### config.mk
export PLATFORM = sky130hd
export DESIGN_NAME = uart_rx_ctrl_flat
export DESIGN_NICKNAME = d
export VERILOG_FILES = /design/src/rtl/uart_rx_ctrl_if.sv /design/src/rtl/uart_rx_ctrl.sv /design/src/flat_wrapper.sv
export SDC_FILE = /design/constraint.sdc
export NUM_CORES = 1
export LEC_CHECK = 0
export CAP_MARGIN = 20
export CORE_MARGIN = 2
export CORE_UTILIZATION = 49
export DETAILED_ROUTE_END_ITERATION = 7
export PLACE_DENSITY_LB_ADDON = 0.3
export SETUP_SLACK_MARGIN = 0.05
export SLEW_MARGIN = 15
export SYNTH_ARGS = -nofsm -noshare
export SYNTH_HDL_FRONTEND = slang
export SYNTH_SLANG_ARGS = --single-unit
### constraint.sdc
create_clock -name clk -period 2.32 [get_ports clk]
set_input_delay 0.464 -clock clk [delete_from_list [all_inputs] [get_ports clk]]
set_output_delay 0.464 -clock clk [all_outputs]
set_load 0.01 [all_outputs]
### src/rtl/uart_rx_ctrl_if.sv
// Bundles the config, receiver-side and host-side signals of uart_rx_ctrl.
// The master modport is the controller; the slave modport is its environment.
interface uart_rx_ctrl_if #(
  parameter int DEPTH = 8
);
  localparam int CW = $clog2(DEPTH) + 1;

  logic          cfg_wr;
  logic [5:0]    cfg_prescale;
  logic          cfg_par_en;
  logic          cfg_busy;
  logic          cfg_err;

  logic          rx_busy;
  logic [7:0]    rx_data;
  logic          rx_data_valid;
  logic          rx_par_err;
  logic          rx_stp_err;
  logic          rx_en;
  logic [5:0]    Prescale;
  logic          PAR_EN;

  logic [7:0]    rd_data;
  logic          rd_valid;
  logic          rd_ready;
  logic [CW-1:0] fifo_count;
  logic          overrun;
  logic [7:0]    par_err_cnt;
  logic [7:0]    stp_err_cnt;
  logic          clr_stats;

  modport master (
    input  cfg_wr, cfg_prescale, cfg_par_en,
    input  rx_busy, rx_data, rx_data_valid, rx_par_err, rx_stp_err,
    input  rd_ready, clr_stats,
    output cfg_busy, cfg_err, rx_en, Prescale, PAR_EN,
    output rd_data, rd_valid, fifo_count, overrun, par_err_cnt, stp_err_cnt
  );

  modport slave (
    output cfg_wr, cfg_prescale, cfg_par_en,
    output rx_busy, rx_data, rx_data_valid, rx_par_err, rx_stp_err,
    output rd_ready, clr_stats,
    input  cfg_busy, cfg_err, rx_en, Prescale, PAR_EN,
    input  rd_data, rd_valid, fifo_count, overrun, par_err_cnt, stp_err_cnt
  );
endinterface

### src/rtl/uart_rx_ctrl.sv
// UART receiver control: idle-only config commit (2 cycles when idle), show-ahead byte FIFO
// with zero-latency head, drop-and-flag on full without pop, saturating error statistics.
module uart_rx_ctrl #(
  parameter int         DEPTH        = 8,
  parameter logic [5:0] PRESCALE_RST = 6'd8,
  parameter logic       PAR_EN_RST   = 1'b0
) (
  input logic          clk,
  input logic          RST,
  uart_rx_ctrl_if.master bus
);
  localparam int AW = $clog2(DEPTH);
  localparam int CW = AW + 1;

  typedef enum logic [1:0] {RUN, PEND, COMMIT} state_t;

  state_t        state_q, state_d;
  logic [5:0]    shadow_ps_q;
  logic          shadow_pe_q;
  logic [5:0]    prescale_q;
  logic          par_en_q;
  logic          cfg_err_q;
  logic          rx_en_c;

  logic          cfg_legal, cfg_ok, cfg_bad, commit_load;

  logic [7:0]    mem [DEPTH];
  logic [AW-1:0] wr_ptr_q, rd_ptr_q;
  logic [CW-1:0] count_q;
  logic          overrun_q;
  logic [7:0]    par_cnt_q, stp_cnt_q;
  logic          push_req, push, pop, full, empty;
  logic          par_inc, stp_inc;

  // ---------------- configuration ----------------
  assign cfg_legal   = bus.cfg_prescale inside {6'd8, 6'd16, 6'd32};
  assign cfg_ok      = bus.cfg_wr && cfg_legal;
  assign cfg_bad     = bus.cfg_wr && !cfg_legal;
  assign commit_load = (state_q == PEND) && !bus.rx_busy;

  always_ff @(posedge clk or negedge RST) begin
    if (!RST) state_q <= RUN;
    else      state_q <= state_d;
  end

  // rx_en drops in the idle-detect cycle so no frame can start under the old settings
  always_comb begin
    state_d = state_q;
    rx_en_c = 1'b1;
    case (state_q)
      RUN: begin
        if (cfg_ok) state_d = PEND;
      end
      PEND: begin
        if (!bus.rx_busy) begin
          state_d = COMMIT;
          rx_en_c = 1'b0;
        end
      end
      COMMIT: begin
        rx_en_c = 1'b0;
        state_d = cfg_ok ? PEND : RUN;
      end
      default: state_d = RUN;
    endcase
  end

  always_ff @(posedge clk or negedge RST) begin
    if (!RST) begin
      shadow_ps_q <= PRESCALE_RST;
      shadow_pe_q <= PAR_EN_RST;
    end else if (cfg_ok) begin
      shadow_ps_q <= bus.cfg_prescale;
      shadow_pe_q <= bus.cfg_par_en;
    end
  end

  // A write landing in the commit-entry cycle is the newest, so it wins over the shadow
  always_ff @(posedge clk or negedge RST) begin
    if (!RST) begin
      prescale_q <= PRESCALE_RST;
      par_en_q   <= PAR_EN_RST;
    end else if (commit_load) begin
      prescale_q <= cfg_ok ? bus.cfg_prescale : shadow_ps_q;
      par_en_q   <= cfg_ok ? bus.cfg_par_en   : shadow_pe_q;
    end
  end

  always_ff @(posedge clk or negedge RST) begin
    if (!RST)               cfg_err_q <= 1'b0;
    else if (bus.clr_stats) cfg_err_q <= 1'b0;
    else if (cfg_bad)       cfg_err_q <= 1'b1;
  end

  // ---------------- byte FIFO ----------------
  assign empty    = (count_q == '0);
  assign full     = (count_q == CW'(DEPTH));
  assign push_req = bus.rx_data_valid && !bus.rx_stp_err && !(par_en_q && bus.rx_par_err);
  assign pop      = !empty && bus.rd_ready;
  assign push     = push_req && (!full || pop);

  always_ff @(posedge clk) begin
    if (push) mem[wr_ptr_q] <= bus.rx_data;
  end

  always_ff @(posedge clk or negedge RST) begin
    if (!RST) begin
      wr_ptr_q <= '0;
      rd_ptr_q <= '0;
      count_q  <= '0;
    end else begin
      if (push) wr_ptr_q <= wr_ptr_q + AW'(1);
      if (pop)  rd_ptr_q <= rd_ptr_q + AW'(1);
      case ({push, pop})
        2'b10:   count_q <= count_q + CW'(1);
        2'b01:   count_q <= count_q - CW'(1);
        default: count_q <= count_q;
      endcase
    end
  end

  // ---------------- statistics ----------------
  assign par_inc = bus.rx_data_valid && par_en_q && bus.rx_par_err;
  assign stp_inc = bus.rx_data_valid && bus.rx_stp_err;

  always_ff @(posedge clk or negedge RST) begin
    if (!RST) begin
      overrun_q <= 1'b0;
      par_cnt_q <= '0;
      stp_cnt_q <= '0;
    end else if (bus.clr_stats) begin
      overrun_q <= 1'b0;
      par_cnt_q <= '0;
      stp_cnt_q <= '0;
    end else begin
      if (push_req && full && !pop)        overrun_q <= 1'b1;
      if (par_inc && par_cnt_q != 8'hFF)   par_cnt_q <= par_cnt_q + 8'd1;
      if (stp_inc && stp_cnt_q != 8'hFF)   stp_cnt_q <= stp_cnt_q + 8'd1;
    end
  end

  assign bus.cfg_busy    = (state_q != RUN);
  assign bus.cfg_err     = cfg_err_q;
  assign bus.rx_en       = rx_en_c;
  assign bus.Prescale    = prescale_q;
  assign bus.PAR_EN      = par_en_q;
  assign bus.rd_data     = mem[rd_ptr_q];
  assign bus.rd_valid    = !empty;
  assign bus.fifo_count  = count_q;
  assign bus.overrun     = overrun_q;
  assign bus.par_err_cnt = par_cnt_q;
  assign bus.stp_err_cnt = stp_cnt_q;
endmodule

### src/flat_wrapper.sv
// flat-port wrapper written by rule: the top's interface ports become plain ports
module uart_rx_ctrl_flat 
#(
  parameter int         DEPTH        = 8,
  parameter logic [5:0] PRESCALE_RST = 6'd8,
  parameter logic       PAR_EN_RST   = 1'b0
)
  (clk, RST, bus_cfg_wr, bus_cfg_prescale, bus_cfg_par_en, bus_rx_busy, bus_rx_data, bus_rx_data_valid, bus_rx_par_err, bus_rx_stp_err, bus_rd_ready, bus_clr_stats, bus_cfg_busy, bus_cfg_err, bus_rx_en, bus_Prescale, bus_PAR_EN, bus_rd_data, bus_rd_valid, bus_fifo_count, bus_overrun, bus_par_err_cnt, bus_stp_err_cnt);
  uart_rx_ctrl_if #(.DEPTH(DEPTH)) bus_i ();
  input logic clk;
  input logic RST;
  input wire logic [$bits(bus_i.cfg_wr)-1:0] bus_cfg_wr;
  input wire logic [$bits(bus_i.cfg_prescale)-1:0] bus_cfg_prescale;
  input wire logic [$bits(bus_i.cfg_par_en)-1:0] bus_cfg_par_en;
  input wire logic [$bits(bus_i.rx_busy)-1:0] bus_rx_busy;
  input wire logic [$bits(bus_i.rx_data)-1:0] bus_rx_data;
  input wire logic [$bits(bus_i.rx_data_valid)-1:0] bus_rx_data_valid;
  input wire logic [$bits(bus_i.rx_par_err)-1:0] bus_rx_par_err;
  input wire logic [$bits(bus_i.rx_stp_err)-1:0] bus_rx_stp_err;
  input wire logic [$bits(bus_i.rd_ready)-1:0] bus_rd_ready;
  input wire logic [$bits(bus_i.clr_stats)-1:0] bus_clr_stats;
  output wire logic [$bits(bus_i.cfg_busy)-1:0] bus_cfg_busy;
  output wire logic [$bits(bus_i.cfg_err)-1:0] bus_cfg_err;
  output wire logic [$bits(bus_i.rx_en)-1:0] bus_rx_en;
  output wire logic [$bits(bus_i.Prescale)-1:0] bus_Prescale;
  output wire logic [$bits(bus_i.PAR_EN)-1:0] bus_PAR_EN;
  output wire logic [$bits(bus_i.rd_data)-1:0] bus_rd_data;
  output wire logic [$bits(bus_i.rd_valid)-1:0] bus_rd_valid;
  output wire logic [$bits(bus_i.fifo_count)-1:0] bus_fifo_count;
  output wire logic [$bits(bus_i.overrun)-1:0] bus_overrun;
  output wire logic [$bits(bus_i.par_err_cnt)-1:0] bus_par_err_cnt;
  output wire logic [$bits(bus_i.stp_err_cnt)-1:0] bus_stp_err_cnt;
  assign bus_i.cfg_wr = bus_cfg_wr;
  assign bus_i.cfg_prescale = bus_cfg_prescale;
  assign bus_i.cfg_par_en = bus_cfg_par_en;
  assign bus_i.rx_busy = bus_rx_busy;
  assign bus_i.rx_data = bus_rx_data;
  assign bus_i.rx_data_valid = bus_rx_data_valid;
  assign bus_i.rx_par_err = bus_rx_par_err;
  assign bus_i.rx_stp_err = bus_rx_stp_err;
  assign bus_i.rd_ready = bus_rd_ready;
  assign bus_i.clr_stats = bus_clr_stats;
  assign bus_cfg_busy = bus_i.cfg_busy;
  assign bus_cfg_err = bus_i.cfg_err;
  assign bus_rx_en = bus_i.rx_en;
  assign bus_Prescale = bus_i.Prescale;
  assign bus_PAR_EN = bus_i.PAR_EN;
  assign bus_rd_data = bus_i.rd_data;
  assign bus_rd_valid = bus_i.rd_valid;
  assign bus_fifo_count = bus_i.fifo_count;
  assign bus_overrun = bus_i.overrun;
  assign bus_par_err_cnt = bus_i.par_err_cnt;
  assign bus_stp_err_cnt = bus_i.stp_err_cnt;
  uart_rx_ctrl #(.DEPTH(DEPTH), .PRESCALE_RST(PRESCALE_RST), .PAR_EN_RST(PAR_EN_RST)) u_core (.clk(clk), .RST(RST), .bus(bus_i));
endmodule
==> reports/summary.md, run 1 <==
- finished with violations — status
- negative setup slack — violations in the final reports
- 19.2% — total track usage
- 0.11 ns — clock transition at the register clock pins on the worst setup and hold paths after CTS
- 103% — Final period util
- 0.564 ns — Worst Tran Pin Value
- edfxtp_1 — top cell type by total area after synthesis
- 485 — number of cells after detailed placement
- 0 — overflow left after global routing
- 0.153 ns — worst hold margin
- 960 mW/mm^2 — PD cells
- 17.9 um — post-detailed-route wirelength per cell
- 0.50 ns — largest stage delay on the critical path
- flip-flop to output pin — critical path type
- 293 — cell count after synthesis
- 3 — Bufs and invs on worst path
- 50.4% — initial core utilization
- mux4_2 — slowest cell on the critical path
- 2887 — DR vias
- 145 — initial detailed-routing violation count
- 5.69 mW — final total power
- 0.00463 sq mm — cell area after technology mapping
- 15.8 sq um — mean instance size in the synthesized netlist
- -0.214 ns — Post-Place Worst Slack
- 324 — total nets after synthesis
- 0.00563 sq mm — Placed Area
- 64 — io pins
- 40.7% — Post-synth ARST share
- 5.68 — via-per-instance ratio
- buf_6 — cell seen most often among critical-path stages
- 0.25 ns — minimum setup slack among reg-to-reg paths
- 0 — Final Max Tran Viols
- 101 um — die boundary width
- 420 MHz — achievable frequency
- 0.38 ns — clock latency on the worst-skew pair
- true — setup repair after global routing missed its margin
- done — clock tree from TritonCTS
- 1.86 ns — required time worst endpoint
- 423 — nets
- -0.343 ns — post-route setup TNS
- 9080 um — routed wire length
- 0 — final hold vios
- buf_6 -> buf_12 -> mux4_2 -> mux2_4 -> buf_6 — ordered list of cells on the worst path
- 2.26 nW — leakage power summed over all cells
- 108 — flip-flop and latch count after synthesis
- 63 — quantity of I/O buffers inserted on ports
- 6050 um — dpl hpwl
- 35 — standard-cell rows
- 5 — iteration count of the initial detailed-routing pass
- 0 — number of hold-repair buffers added at the cts stage
- 0.0103 sq mm — Die Area
- 45 — pin count of the biggest net entering global routing
- 62.4% — max_slew headroom
- 5 — largest fanout of any net on the critical path
- 0 — number of antenna violations at the first check in global routing
- 15100 um — wire length of the first global-routing pass
- 0 — number of nets with antenna violations after routing
- primary input to asynchronous set/reset pin — Hold Crit Class
- output pin — type of destination of the critical path
- 0 — total of warnings raised by yosys
- 28.7% — proportion of layout cells with a drive suffix above 1
- 1.91 ns — Arrival @ worst endpoint
- 3 — CTS H-tree depth
- 64.5% — share of the core filled with cells
- edfxtp_1 41%, dfrtp_1 23%, mux4_2 7.8% — largest cells by area after synthesis
- 0.0193 ns — final clock skew
- 9 — TritonCTS buffer count
- 101 um — height of the die
- 51 — count of unique library cells instantiated by Yosys
- 2 — Max Root-Sink Buffers
- edfxtp_1 — dominant synthesized flop cell
- 108 — number of clock sinks seen by CTS
- 0.00593 sq mm — Final Cell Area
- 0.828 — final weighted congestion of routability-driven global placement
- -0.0588 ns — slack of the critical path
- clkbuf_8 — CTS Root Cell
- 508 — count of placed standard cells in the final layout, fillers left out
- 0 — number of antenna cells inserted
- multiplexers — Crit path max-delay family
- 8 — number of setup violations in the final report
- flip-flop — CP Launch Type
- 2.38 ns — clock period minus worst slack
- 65.3% — sequential fraction of the synthesis area
- 64 — number of synthesized flops with an enable pin
- 0 — DRC violations left
- 27.9% — area growth from synthesis to layout
- 0.00920 sq mm — Core ar.
- 41.5% — area share of the largest cell type after synthesis
- 0 — max-capacitance violation count
- 2937 — vias in the first global route
- 515 uV — Worst IR Drop VDD
==> final cells by class <==
cell class | instances | area (sq um)
fillers | 678 | 3270
flip-flops and latches | 108 | 3030
multi-input cells | 168 | 1580
repair buffers | 100 | 958
well taps | 111 | 139
clock buffers | 9 | 124
clock inverters | 7 | 81.3
inverters | 5 | 18.8
==> worst register-to-register path: cells and delay by family, from the launching register on <==
kind                       cells  cell delay (ns)
AOI/OAI and AO/OA              2             0.40
xor gates and xnor gates       3             0.45
adders and majority gates      2             0.37
buffers and inverters          1             0.06
DFF                            1             0.43
and+or+nand+nor                2             0.26
==> metal layers <==
layer	routed length, um	vias to the layer above	track usage (%)
li1	-	1332	-
met1	3820	1458	25.0
met2	4710	85	33.3
met3	481	12	4.83
met4	76	0	3.74
met5	0	-	0
==> flip-flops by register name, summed over array words and instances (netlist names) <==
register                count
u_core.bus.fifo_count       4
u_core.bus.Prescale         6
u_core.bus.PAR_EN           1
u_core.rd_ptr_q             3
u_core.bus.cfg_err          1
u_core.state_q              2
u_core.shadow_ps_q          6
u_core.bus.overrun          1
u_core.wr_ptr_q             3
u_core.bus.stp_err_cnt      8
u_core.mem                 64
u_core.shadow_pe_q          1
u_core.bus.par_err_cnt      8
==> cell usage after synthesis (all sizes together) (6+ instances only) <==
cell type / instances
nand3: 6
edfxtp: 64
nand2: 12
xor2: 9
mux4: 16
nor3: 11
dfrtp: 42
o21ai: 7
clkbuf: 7
mux2: 22
nor2: 12
ha: 7
a21oi: 9
==> final timing paths <==
path                                           from                        to  depth (start not counted)
setup / recovery                 u_core.rd_ptr_q[0]            bus_rd_data[0]                          5
hold / removal                                  RST         u_core.state_q[1]                          2
setup reg to reg           u_core.bus.fifo_count[3]  u_core.bus.fifo_count[2]                         10
hold reg to reg               u_core.shadow_ps_q[2]     u_core.shadow_ps_q[2]                          1
max in group asynchronous                       RST  u_core.bus.fifo_count[1]                          2
min in group clk              u_core.shadow_ps_q[2]     u_core.shadow_ps_q[2]                          1
==> cells in the final DEF, fill, tap and decap left out, types with 8 or more instances in the layout <==
cell type / instances
edfxtp_1: 64
clkdlybuf4s50_1: 54
dfrtp_1: 39
buf_4: 32
mux4_2: 16
nor2_1: 12
nand2_1: 12
mux2_2: 11
buf_6: 10
a21oi_1: 9
nor3_1: 9
clkbuf_8: 9
xor2_1: 8
mux2_4: 8
==> power breakdown <==
part | switching (mW) | internal, mW
sequential | 0.211 | 2.27
combinational | 0.801 | 1.26
clock | 0.715 | 0.434
==> cells by family (layout without fill, tap and decap cells) <==
| logic type | count (synthesis) | after routing | synth area share (%) |
|---|---|---|---|
| adder cells (fa/ha/maj) | 7 | 7 | 1.89 |
| XOR/XNOR | 14 | 14 | 2.81 |
| AND/OR/NAND/NOR | 72 | 72 | 9.04 |
| multiplexers | 40 | 40 | 13.8 |
| AO/OA/AOI/OAI | 35 | 35 | 5.56 |
| buffers and inverters | 17 | 121 | 1.62 |
| flip-flops | 108 | 108 | 65.3 |
==> what timing repair did <==
item / 4_1_cts / 5_1_grt
pin swaps: 1 / 1
endpoints found under the setup margin: 9 / 9
gates resized for setup: 49 / 1
buffers inserted: 5 / 3
gates cloned: 1 / 0
(Power assumes the default switching activity.)
==> inputs of run 2 (changes only) <==
==> constraint.sdc (replaced) <==
create_clock -name clk -period 2.32 [get_ports clk]
set_input_delay 0.464 -clock clk [delete_from_list [all_inputs] [get_ports clk]]
set_output_delay 0.464 -clock clk [all_outputs]
set_load 0.1 [all_outputs]
==> run 2 against run 1 <==
  * The flow still finishes with violations (negative setup slack)
  * Wire length decreased by 1.0%
  * Worst hold slack got worse by 0.043 ns
  * Utilization increased by 1.0 points
  * Critical path depth decreased by 1
  * Non-clock buffer count increased by 1
  * Critical path type unchanged
  * Largest cell class unchanged
  * Highest routed layer unchanged
==> reports/summary.md, run 2 (synthesis gave the netlist of run 1 again) <==
- output pin — type of destination of the critical path
- 0.36 ns — clock latency on the worst-skew pair, -0.02 ns
- 6090 um — dpl hpwl, +0.70%
- 101 um — die boundary width, unchanged
- 40.5% — proportion of layout cells with a drive suffix above 1, +12 points
- 57.9% — max_slew headroom, -4.5 points
- 101 um — height of the die, unchanged
- 103% — Final period util, +0.94 points
- 0 — number of antenna violations at the first check in global routing, unchanged
- 1220 mW/mm^2 — PD cells, +28%
- 653 — number of fill cells, -3.7%
- done — clock tree from TritonCTS
- 14100 um — wire length of the first global-routing pass, -6.4%
- finished with violations — status
- 30.0% — area growth from synthesis to layout
- 17.7 um — post-detailed-route wirelength per cell, -1.2%
- 5.63 — via-per-instance ratio, -0.89%
- 0.00569 sq mm — Placed Area, +1.2%
- 4 — iteration count of the initial detailed-routing pass, -1
- 0.00920 sq mm — Core ar., unchanged
- 0.0103 sq mm — Die Area, unchanged
- 0.00602 sq mm — Final Cell Area, +1.6%
- 8990 um — routed wire length, -1.0%
- 0 — overflow left after global routing, unchanged
- 63 — quantity of I/O buffers inserted on ports, unchanged
- 0.631 ns — Worst Tran Pin Value, +0.0676 ns
- flip-flop to output pin — critical path type
- 0 — number of antenna cells inserted, unchanged
- u_core.mem — top register by number of flip-flops
- 0.00164 sq mm — area of the multi-input gates, +3.8%
- 64 — io pins, unchanged
- 64 — flip-flop count of the largest register after layout, unchanged
- 0 — number of nets with antenna violations after routing, unchanged
- clkbuf_8 — CTS Root Cell
- 596 uV — Worst IR Drop VDD, +16%
- 2783 — vias in the first global route, -5.2%
- 50.4% — initial core utilization, unchanged
- true — setup repair after global routing missed its margin
- 35 — standard-cell rows, unchanged
- 18.3% — total track usage, -0.92 points
- 30 — pin count of the biggest net entering global routing, -33%
- 483 — number of cells after detailed placement, -0.41%
- 0 — max-capacitance violation count, unchanged
- negative setup slack — violations in the final reports
- 2 — Max Root-Sink Buffers, unchanged
- 0 — DRC violations left, unchanged
- 78 — initial detailed-routing violation count, -46%
- -0.601 ns — post-route setup TNS, -0.258 ns
- 66 x buf_4, 64 x edfxtp_1, 36 x dfrtp_1 — most frequent cells in the layout
- 417 MHz — achievable frequency, -0.90%
- 0 — final hold vios, unchanged
- 2.40 ns — clock period minus worst slack, +0.0217 ns
- 424 — nets, +0.24%
- 0.10 ns — clock transition at the register clock pins on the worst setup and hold paths after CTS, about the same
- 2867 — DR vias, -0.69%
- buf_4 — leading cell type in the layout, fill and taps excluded
- 7.38 mW — final total power, +30%
- 3 — CTS H-tree depth, unchanged
- 0.842 — final weighted congestion of routability-driven global placement, +1.6%
- 0.0111 ns — final clock skew, -0.00823 ns
- 0.110 ns — worst hold margin, -0.0432 ns
- 9 — TritonCTS buffer count, unchanged
- 0 — Final Max Tran Viols, unchanged
- flip-flop — CP Launch Type
- 8 — number of setup violations in the final report, unchanged
- 1.94 ns — Arrival @ worst endpoint, +0.03 ns
- 0.00304 sq mm — Register Area, +0.37%
- 1.86 ns — required time worst endpoint, about the same
- 2.36 nW — leakage power summed over all cells, +4.1%
- 108 — number of clock sinks seen by CTS, unchanged
- 9 — largest fanout of any net on the critical path, +4
- primary input to asynchronous set/reset pin — Hold Crit Class
- -0.0805 ns — slack of the critical path, -0.0217 ns
- 509 — count of placed standard cells in the final layout, fillers left out, +0.20%
run 2: cell types whose count changed in the layout (fill, tap and decap cells not counted), moves of 3 or more:
cell / change
buf_4: +34
clkdlybuf4s50_1: -32
buf_6: -10
buf_12: +8
dfrtp_1: -3
dfrtp_4: +3
mux2_2: +3
mux2_4: -3
nor3_1: -3
nor3_2: +3
run 2: area by class of cell:
class / instances / share of cell area (%)
sequential: 108 / 50.5
multi-input combinational: 168 / 27.2
timing repair buffer: 101 / 16.0
tap: 111 / 2.31
clock buffer: 9 / 2.06
clock inverter: 7 / 1.62
inverter: 5 / 0.312
run 2: final timing paths:
path	startpoint	to	slack (ns)	cells after the start
setup / recovery	u_core.rd_ptr_q[0]	bus_rd_data[0]	-0.08	4
hold / removal	RST	u_core.bus.Prescale[2]	0.11	1
setup reg to reg	u_core.bus.fifo_count[2]	u_core.bus.fifo_count[2]	0.18	11
hold reg to reg	u_core.shadow_ps_q[1]	u_core.shadow_ps_q[1]	0.49	1
max in group asynchronous	RST	u_core.bus.fifo_count[2]	1.62	2
min in group clk	u_core.shadow_ps_q[1]	u_core.shadow_ps_q[1]	0.49	1
run 2: per-layer routing:
| metal | vias to the layer above | track usage (%) | share of wire [%] |
|---|---|---|---|
| met5 | - | 0 | 0 |
| met1 | 1436 | 23.9 | 43 |
| li1 | 1344 | - | - |
| met3 | 9 | 4.00 | 4.6 |
| met2 | 78 | 30.8 | 51 |
| met4 | 0 | 6.03 | 1.3 |
run 2: repair_timing:
action | CTS | global route
endpoints found under the setup margin | 8 | 9
buffers inserted | 1 | 8
pin swaps | 0 | 4
hold buffers | 0 | 0
gates resized for setup | 1 | 3
gates cloned | 0 | 1
run 2: critical path, stage by stage (launching register included):
cell	delay [ns]
dfrtp_2	0.43
buf_12	0.16
mux4_2	0.51
mux2_4	0.30
buf_12	0.17
run 2: power breakdown:
group / switching [mW] / internal, mW / leakage, nW
Combinational: 2.13 / 1.45 / 1.10
Clock: 0.624 / 0.614 / 0.108
Sequential: 0.278 / 2.29 / 1.15
Total: 3.03 / 4.35 / 2.36
run 2: stage by stage:
step,util [%],setup WS (ns)
CTS,64.4,-0.117
floorplan,-,-0.145
global route,65.5,-0.151
global placement,61.9,-0.171
detailed placement,61.9,-0.234
finish,65.5,-0.0805
